--- src/rtl/hd_pkg.sv ---
// Shared types and constants for the hypervector bundling datapath.
// Counter width, memory geometry and saturation limits live here.
package hd_pkg;

    localparam int DATA_WIDTH = 16;
    localparam int ADDR_WIDTH = 5;
    localparam int HV_DIM     = 1 << ADDR_WIDTH;

    localparam logic [DATA_WIDTH-1:0] CNT_MAX = 16'h7FFF;
    localparam logic [DATA_WIDTH-1:0] CNT_MIN = 16'h8000;

    typedef enum logic [1:0] {
        ACCUM  = 2'd0,
        CLEAR  = 2'd1,
        THRESH = 2'd2,
        NOP    = 2'd3
    } hd_op_e;

    typedef enum logic [2:0] {
        IDLE   = 3'd0,
        ACC_RD = 3'd1,
        ACC_WR = 3'd2,
        CLR_WR = 3'd3,
        TH_RD  = 3'd4,
        TH_CAP = 3'd5,
        OUT    = 3'd6
    } bundle_state_e;

endpackage

--- src/rtl/hv_sat_inc.sv ---
// Signed +/-1 step that clamps at the counter limits.
// dir=1 counts up, dir=0 counts down.
module hv_sat_inc
    import hd_pkg::*;
(
    input  logic [DATA_WIDTH-1:0] value,
    input  logic                  dir,
    output logic [DATA_WIDTH-1:0] result
);

    // hold at the limit instead of wrapping
    always_comb begin
        result = value;
        if (dir && (value != CNT_MAX)) begin
            result = value + DATA_WIDTH'(1);
        end else if (!dir && (value != CNT_MIN)) begin
            result = value - DATA_WIDTH'(1);
        end
    end

endmodule

--- src/rtl/hv_bundle_ctrl.sv ---
// Read-modify-write controller bundling hypervectors into
// per-dimension counters, with clear and threshold commands.
module hv_bundle_ctrl
    import hd_pkg::*;
(
    input  logic                  clk,
    input  logic                  reset,
    input  logic                  op_valid,
    output logic                  op_ready,
    input  logic [1:0]            op,
    input  logic [HV_DIM-1:0]     op_hv,
    output logic                  out_valid,
    input  logic                  out_ready,
    output logic [HV_DIM-1:0]     out_hv,
    output logic [15:0]           vec_count,
    output logic                  busy,
    output logic [ADDR_WIDTH-1:0] mem_address_0,
    output logic [DATA_WIDTH-1:0] mem_data_0_in,
    output logic                  mem_we_0,
    output logic                  mem_oe_0,
    output logic [ADDR_WIDTH-1:0] mem_address_1,
    input  logic [DATA_WIDTH-1:0] mem_data_1_out,
    output logic                  mem_we_1,
    output logic                  mem_oe_1
);

    bundle_state_e         r_state;
    bundle_state_e         w_next;
    logic [ADDR_WIDTH-1:0] r_idx;
    logic [HV_DIM-1:0]     r_hv;
    logic [DATA_WIDTH-1:0] r_rd_q;
    logic [HV_DIM-1:0]     r_out_hv;
    logic [15:0]           r_vec_count;
    logic [DATA_WIDTH-1:0] w_sat;
    logic                  w_last;
    logic                  w_pos;

    assign w_last    = (r_idx == {ADDR_WIDTH{1'b1}});
    assign w_pos     = !r_rd_q[DATA_WIDTH-1] && (r_rd_q != '0);
    assign out_hv    = r_out_hv;
    assign vec_count = r_vec_count;
    assign busy      = (r_state != IDLE);
    assign mem_oe_0  = 1'b0;
    assign mem_we_1  = 1'b0;

    hv_sat_inc u_sat (
        .value  (r_rd_q),
        .dir    (r_hv[r_idx]),
        .result (w_sat)
    );

    // state register
    always_ff @(posedge clk or posedge reset) begin
        if (reset) begin
            r_state <= IDLE;
        end else begin
            r_state <= w_next;
        end
    end

    // next state and memory port decode from state and idx
    always_comb begin
        w_next        = r_state;
        op_ready      = 1'b0;
        out_valid     = 1'b0;
        mem_address_0 = '0;
        mem_data_0_in = '0;
        mem_we_0      = 1'b0;
        mem_address_1 = '0;
        mem_oe_1      = 1'b0;
        unique case (r_state)
            IDLE: begin
                op_ready = 1'b1;
                if (op_valid) begin
                    case (hd_op_e'(op))
                        ACCUM:   w_next = ACC_RD;
                        CLEAR:   w_next = CLR_WR;
                        THRESH:  w_next = TH_RD;
                        default: w_next = IDLE;
                    endcase
                end
            end
            ACC_RD: begin
                mem_address_1 = r_idx;
                mem_oe_1      = 1'b1;
                w_next        = ACC_WR;
            end
            ACC_WR: begin
                mem_address_0 = r_idx;
                mem_data_0_in = w_sat;
                mem_we_0      = 1'b1;
                w_next        = w_last ? IDLE : ACC_RD;
            end
            CLR_WR: begin
                mem_address_0 = r_idx;
                mem_we_0      = 1'b1;
                w_next        = w_last ? IDLE : CLR_WR;
            end
            TH_RD: begin
                mem_address_1 = r_idx;
                mem_oe_1      = 1'b1;
                w_next        = TH_CAP;
            end
            TH_CAP: begin
                w_next = w_last ? OUT : TH_RD;
            end
            OUT: begin
                out_valid = 1'b1;
                if (out_ready) w_next = IDLE;
            end
            default: w_next = IDLE;
        endcase
    end

    // index, operand capture, read data, result and count
    always_ff @(posedge clk or posedge reset) begin
        if (reset) begin
            r_idx       <= '0;
            r_hv        <= '0;
            r_rd_q      <= '0;
            r_out_hv    <= '0;
            r_vec_count <= '0;
        end else begin
            case (r_state)
                IDLE: begin
                    r_idx <= '0;
                    if (op_valid && (hd_op_e'(op) == ACCUM)) begin
                        r_hv <= op_hv;
                    end
                end
                ACC_RD, TH_RD: begin
                    r_rd_q <= mem_data_1_out;
                end
                ACC_WR: begin
                    r_idx <= r_idx + 1'b1;
                    if (w_last && (r_vec_count != 16'hFFFF)) begin
                        r_vec_count <= r_vec_count + 16'd1;
                    end
                end
                CLR_WR: begin
                    r_idx <= r_idx + 1'b1;
                    if (w_last) r_vec_count <= '0;
                end
                TH_CAP: begin
                    r_out_hv[r_idx] <= w_pos;
                    r_idx           <= r_idx + 1'b1;
                end
                default: ;
            endcase
        end
    end

endmodule
--- config.mk ---
export PLATFORM = sky130hd
export DESIGN_NAME = hv_bundle_ctrl
export DESIGN_NICKNAME = d
export VERILOG_FILES = /design/src/rtl/hd_pkg.sv /design/src/rtl/hv_sat_inc.sv /design/src/rtl/hv_bundle_ctrl.sv
export SDC_FILE = /design/constraint.sdc
export NUM_CORES = 1
export LEC_CHECK = 0
export BUFFER_PORTS_ARGS = -buffer_cell sky130_fd_sc_hd__buf_2
export CAP_MARGIN = 0
export CORE_AREA = 3 3 108 110
export CTS_BUF_LIST = sky130_fd_sc_hd__clkbuf_8 sky130_fd_sc_hd__clkbuf_16
export DETAILED_ROUTE_END_ITERATION = 16
export DIE_AREA = 0 0 111 113
export GPL_ROUTABILITY_DRIVEN = 0
export HOLD_SLACK_MARGIN = 0.05
export PLACE_DENSITY_LB_ADDON = 0.15
export SLEW_MARGIN = 10
export SYNTH_ARGS = -nofsm -noshare
export SYNTH_HDL_FRONTEND = slang
export SYNTH_SLANG_ARGS = --single-unit
--- constraint.sdc ---
create_clock -name clk -period 4.15 [get_ports clk]
set_input_delay 0.6225 -clock clk [delete_from_list [all_inputs] [get_ports clk]]
set_output_delay 0.6225 -clock clk [all_outputs]
set_load 0.02 [all_outputs]
==> metrics.md, run 1 <==
| Metric | Value |
|---|---|
| Outcome | `finished, final reports clean` |
| FF+latch count, synth | `104` |
| Routed length on met3 | `773 um` |
| Startpoint types | `flop` |
| Die Height | `113 um` |
| Skew final | `0.007121 ns` |
| Initial DRT Pass Iterations | `5` |
| Synth top area cells | `dfrtp_1, mux2_2, nor2_1` |
| Multi-input gate area | `3030 um^2` |
| Slew @ Worst Pin | `0.9720 ns` |
| Synth area leader | `dfrtp_1` |
| Worst-skew pair later-pin latency | `0.38 ns` |
| Routed via count | `4694` |
| Initial DRC count | `284` |
| Core footprint | `10790 um^2` |
| Number of distinct library cells after synthesis | `66` |
| Period utilization | `0.9351` |
| CTS Buffer Depth | `2` |
| Max_slew headroom | `0.3520` |
| Adder-cell area share of the yosys netlist | `0.02261` |
| Share of cells above drive strength 1 | `0.3772` |
| Final #Nets | `742` |
| Inserted Clock Buffers | `9` |
| Mapped Avg Cell Area | `10.40 um^2` |
| I/O pin count | `135` |
| Post-synthesis async set-or-reset flop share | `1.000` |
| DR WL met2 | `6873 um` |
| Final Total Pwr | `1.780 mW` |
| Max Cap Viol | `0` |
| WS Path Type | `flop to output pin` |
| Arr. time, crit path | `3.26 ns` |
| Filler Cell Count | `901` |
| Largest net degree at the start of global routing | `78` |
| FMAX | `0.2577 GHz` |
| Worst-path fanout max | `20` |
| Post-Route Setup TNS | `0 ns` |
| Clock sink count | `104` |
| Antenna-violating nets left | `0` |
| Port Buffers | `132` |
| Clock Pin Slew Worst Setup and Hold Paths | `0.09 ns` |
| Mapped Area | `5866 um^2` |
| Row cnt | `38` |
| EDFF count, synth | `0` |
| CTS tree | `yes` |
| Die Wd | `111 um` |
| Top layer in use | `met4` |
| XOR/XNOR Fraction of Synth Area | `0.02240` |
| Wirelength per Cell | `17.28 um` |
| Primary FF master, synth | `dfrtp_1` |
| Max VDD drop | `0.2085 mV` |
| Tot GR Track Use | `0.2347` |
| Initial Utilization | `0.5435` |
| PwrDens | `262.4 nW/um^2` |
| RSZ-0062 raised after global routing | `no` |
| Grt ovf | `0` |
| Final Hold Fails | `0` |
| Vias in the first global route | `4745` |
| Synth Area in Compound Gates | `0.05909` |
| Initial antenna violation count | `0` |
| Mapped Cells | `564` |
| Storage cell area | `2603 um^2` |
| Path depth of the worst reg2reg path | `8` |
| Area Growth Syn to Fin | `15.61%` |
| Via density | `5.697` |
| Total routed wirelength | `14240 um` |
| Seq/Total Area, Yosys | `0.4437` |
| Post-synthesis simple-gate area fraction | `0.2174` |
| Yosys warns | `0` |
| Metal-1 WL | `6326 um` |
| Fin crit period | `3.881 ns` |
| Leak | `3.322 nW` |
| Final slew viol count | `0` |
| DPL Wire Length | `10490 um` |
| # diodes | `0` |
| Hold Path Class | `primary input to async pin` |
| Max H-tree Level | `3` |
| Worst R2R Setup Slack | `1.40 ns` |
| Largest family of logic cells by synthesized area | `simple AND/OR/NAND/NOR gates` |
| First-pass GRT wire length | `23990 um` |
| Worst path required time | `3.53 ns` |
| Final setup viols | `0` |
| Critical Path Sink Type | `output pin` |
| Synth top area share | `0.4437` |
| RR Endpoint | `vec_count[13]` |
| CTS Root Cell | `clkbuf_8` |
| Multiplexer area fraction after synthesis | `0.1911` |
| Worst r2r src | `r_idx[1]` |
| DRC | `0` |
| Total die area | `12540 um^2` |
==> metrics by stage <==
| step | worst slack, ns | cell area, um^2 | util | std cells | hold WS, ns |
|---|---|---|---|---|---|
| 2_1_floorplan | 0.7953 | 5869 | - | 565 | 0.4589 |
| 3_3_place_gp | 0.5403 | 6586 | 0.6102 | 806 | 0.4858 |
| 3_5_place_dp | 0.4505 | 6586 | 0.6102 | 806 | 0.4910 |
| 4_1_cts | 0.02622 | 6754 | 0.6258 | 822 | 0.4332 |
| 5_1_grt | 0.08062 | 6782 | 0.6283 | 824 | 0.4579 |
| 6_report | 0.2694 | 6782 | 0.6283 | 824 | 0.4492 |
==> power breakdown <==
group          internal, mW  leakage (nW)  total, mW  switching, mW
Sequential             1.04          1.33       1.07         0.0274
Clock                 0.227        0.0935      0.571          0.344
Combinational        0.0616          1.90      0.141         0.0794
Total                  1.33          3.32       1.78          0.451
==> cell families (layout without fill, tap and decap cells) <==
| kind of cell | Yosys count | count (layout) |
|---|---|---|
| xor gates and xnor gates | 15 | 15 |
| adders and majority gates | 11 | 11 |
| buffers and inverters | 57 | 176 |
| muxes | 92 | 92 |
| AOI/OAI and AO/OA | 50 | 50 |
| other | 1 | 2 |
| DFF | 104 | 104 |
| and+or+nand+nor | 234 | 234 |
==> routing by layer <==
layer | vias up | GRT usage
met3 | 21 | 0.04278
met5 | - | 0
met1 | 2289 | 0.3153
met4 | 0 | 0.07964
li1 | 2239 | -
met2 | 145 | 0.3875
==> worst max-delay path by stage <==
stage	from	endpoint	slack, ns	cells after the start
after CTS	r_idx[0]	mem_data_0_in[8]	0.03	9
final	r_idx[2]	mem_data_0_in[15]	0.27	7
after detailed placement	r_idx[0]	mem_data_0_in[3]	0.45	9
after global placement	r_idx[0]	mem_data_0_in[11]	0.54	8
after global routing	r_idx[2]	mem_data_0_in[15]	0.08	7
after floorplan	reset	out_hv[0]	0.80	1
==> sequential cells by signal, indices dropped and copies added, names as in the netlist <==
register	flops
out_hv	32
r_hv	32
r_idx	5
r_rd_q	16
r_state	3
vec_count	16
==> Yosys cell counts (3+ instances only) <==
library cell / number
mux2_2: 76
xor2_1: 12
mux4_2: 7
and2_1: 8
nor4_1: 6
nand3b_1: 4
inv_1: 18
o21a_1: 3
buf_4: 4
clkbuf_1: 19
nor3b_1: 8
a311oi_1: 3
buf_2: 7
or3_1: 3
a22oi_1: 4
nand2b_1: 3
dfrtp_1: 104
a21oi_1: 7
nand2_1: 47
buf_1: 7
or2_2: 5
xnor2_1: 3
nand3_1: 13
and4_1: 3
nor3_1: 24
o21ai_0: 14
nor2_1: 58
and3b_1: 3
nand4_1: 15
ha_1: 9
nor3b_2: 3
and3_1: 16
mux2i_1: 7
==> critical path, cell delays in order (launching register included) <==
cell and delay (ns):
dfrtp_1 0.76, nor3b_2 0.49, a22oi_1 0.19, and4_4 0.30, or4_1 0.56, o2bb2ai_1 0.20
mux2i_1 0.20, buf_2 0.18
==> layout by cell type (no fill, tap or decap), types with 10 or more instances in the layout <==
cell type  count
clkbuf_8      10
buf_4         10
buf_2        132
nand2_1       47
nor2_1        58
mux2_2        76
nand4_1       15
inv_1         21
nor3_1        23
o21ai_0       14
nand3_1       13
xor2_1        12
and3_1        16
dfrtp_1      104
==> repair_timing <==
item,4_1_cts,5_1_grt
hold buffers,0,0
buffers inserted,0,2
gates resized for setup,0,1
setup endpoints to repair,0,10
==> final cells by class <==
| cell class | count | area share |
|---|---|---|
| repair buffers | 142 | 0.1085 |
| multi-input cells | 404 | 0.4469 |
| clock buffers | 10 | 0.02030 |
| inverters | 18 | 0.01033 |
| clock inverters | 6 | 0.004428 |
| well taps | 140 | 0.02583 |
| flip-flops and latches | 104 | 0.3838 |
No activity file was read; power rests on OpenSTA's default activity.
==> inputs of run 2 (changes only) <==
--- a/config.mk
+++ b/config.mk
@@ -14,6 +14,7 @@
 export GPL_ROUTABILITY_DRIVEN = 0
 export HOLD_SLACK_MARGIN = 0.05
 export PLACE_DENSITY_LB_ADDON = 0.15
+export REMOVE_ABC_BUFFERS = 1
 export SLEW_MARGIN = 10
 export SYNTH_ARGS = -nofsm -noshare
 export SYNTH_HDL_FRONTEND = slang
==> run 2 against run 1 <==
  * Sequential cell count did not move
  * Global-route usage fell by 0.24 points
  * Hold slack got worse by 0.23 ns
  * Non-clock buffer count fell by 3
  * Design area fell by 0.41%
  * Total power fell by 0.54%
  * Setup slack improved by 0.024 ns
  * Die area did not move
  * Combinational power barely moved
  * Via count fell by 0.21%
==> metrics.md, run 2 (synthesis gave the netlist of run 1 again) <==
| Metric | Value |
|---|---|
| CTS Buffer Depth | `2` |
| Post-route cell area | `6754 um^2` |
| Area Growth Syn to Fin | `15.15%` |
| WP buf/inv | `2` |
| PwrDens | `262.1 nW/um^2` |
| Fin util | `0.6258` |
| Worst path required time | `3.53 ns` |
| Final setup viols | `0` |
| FMAX | `0.2593 GHz` |
| Period utilization | `0.9292` |
| Total routed wirelength | `13920 um` |
| Die Height | `113 um` |
| Final #Nets | `739` |
| Worst-path fanout max | `12` |
| WS Path Type | `flop to output pin` |
| Initial Utilization | `0.5435` |
| Critical Path Sink Type | `output pin` |
| Storage cell area | `2604 um^2` |
| Routed via count | `4684` |
| Hold Path Class | `primary input to async pin` |
| Top delay family on crit path | `multiplexers` |
| Initial antenna violation count | `0` |
| Wirelength per Cell | `16.97 um` |
| Max VDD drop | `0.2781 mV` |
| Inserted Clock Buffers | `9` |
| RSZ-0062 raised after global routing | `no` |
| Via density | `5.712` |
| DRC | `0` |
| Row cnt | `38` |
| Multi-input gate area | `3030 um^2` |
| # diodes | `0` |
| Die Wd | `111 um` |
| Clock Pin Slew Worst Setup and Hold Paths | `0.10 ns` |
| Port Buffers | `132` |
| Fin crit period | `3.856 ns` |
| CTS tree | `yes` |
| Cell Area, Placed | `6579 um^2` |
| Clock sink count | `104` |
| Final slew viol count | `0` |
| Worst-skew pair later-pin latency | `0.38 ns` |
| I/O pin count | `135` |
| Max_slew headroom | `0.3188` |
| Worst R2R Setup Slack | `1.23 ns` |
| DPL Wire Length | `10300 um` |
| First-pass GRT wire length | `23810 um` |
| Most frequent cells in the layout | `buf_2, dfrtp_1, mux2_2` |
| Core footprint | `10790 um^2` |
| Startpoint types | `flop` |
| Antenna-violating nets left | `0` |
| Critical Path, Cell by Cell | `mux4_1 > a22oi_1 > nand4_1 > buf_4 > nor4_1 > o2bb2ai_1 > mux2i_1 > buf_2` |
| Max Cap Viol | `0` |
| Initial DRC count | `314` |
| Outcome | `finished, final reports clean` |
| Initial DRT Pass Iterations | `4` |
| Leak | `3.301 nW` |
| Filler Cell Count | `892` |
| Post-Route Setup TNS | `0 ns` |
| Critical path's slowest cell | `mux4_1` |
| Slew @ Worst Pin | `1.015 ns` |
| CTS Root Cell | `clkbuf_8` |
| Final Hold Fails | `0` |
| Share of cells above drive strength 1 | `0.3779` |
| Vias in the first global route | `4867` |
| Total die area | `12540 um^2` |
| Tot GR Track Use | `0.2323` |
| Delay of the slowest critical-path stage | `0.59 ns` |
| Grt ovf | `0` |
| Commonest non-fill, non-tap cell in the layout | `buf_2` |
| Post-CTS setup buffers | `0` |
| Max H-tree Level | `3` |
| Skew final | `0.01071 ns` |
| Arr. time, crit path | `3.23 ns` |
| Largest net degree at the start of global routing | `47` |
[run 2: cell types whose count changed in the layout (fill, tap and decap cells not counted)]
cell,previous run,this run
clkinvlp_4,2,1
clkbuf_8,10,9
inv_6,0,1
dfrtp_2,0,1
buf_4,10,7
dfrtp_1,104,103
clkinv_2,0,1
inv_1,21,19
clkinv_4,0,1
[run 2: through the flow]
| stage | power, mW | hold WS (ns) | instances | setup WS [ns] |
|---|---|---|---|---|
| floorplan | 1.162 | 0.4590 | 526 | 0.5648 |
| detailed placement | 1.227 | 0.4887 | 805 | 0.6082 |
| global route | 1.864 | 0.2284 | 820 | 0.1191 |
| global placement | 1.223 | 0.4832 | 805 | 0.6652 |
| CTS | 1.790 | 0.2164 | 820 | 0.1712 |
| finish | 1.770 | 0.2195 | 820 | 0.2938 |
[run 2: repair_timing]
action / 4_1_cts / 5_1_grt
hold buffers: 0 / 0
endpoints found under the setup margin: 0 / 1
gates resized for setup: 0 / 2
[run 2: worst reg2reg max path: stages (launching register included)]
cell	delay, ns
dfrtp_1	0.65
ha_1	0.34
and3_1	0.19
ha_1	0.24
nand2_1	0.10
a311oi_1	0.79
nand4_1	0.22
xnor2_1	0.20
nor2_1	0.05
[run 2: final timing paths]
| kind | start | end | cells past startpoint |
|---|---|---|---|
| max | r_idx[0] | mem_data_0_in[15] | 8 |
| min | reset | vec_count[7] | 2 |
| max reg2reg | r_idx[1] | vec_count[13] | 8 |
| min reg2reg | out_hv[25] | out_hv[25] | 1 |
| max in group asynchronous | reset | r_idx[0] | 3 |
| min in group clk | mem_data_1_out[7] | r_rd_q[7] | 3 |
[run 2: where the power goes]
part	leakage [nW]	total (mW)	switching, mW	internal [mW]
clock	0.0881	0.565	0.351	0.213
sequential	1.33	1.07	0.0268	1.04
combinational	1.88	0.139	0.0779	0.0606
[run 2: area by class of cell]
class	instances	area share
Multi-Input combinational cell	404	0.4487
Sequential cell	104	0.3855
Timing Repair Buffer	139	0.1056
Tap cell	140	0.02594
Clock buffer	9	0.01834
Inverter	18	0.01037
Clock inverter	6	0.005558
[run 2: routing by layer]
metal | part of all wire | vias up | global-route usage
met5 | 0 | - | 0
met4 | 0.016 | 0 | 0.06979
met3 | 0.059 | 17 | 0.06364
met2 | 0.49 | 139 | 0.3799
met1 | 0.43 | 2293 | 0.3051
li1 | - | 2235 | -
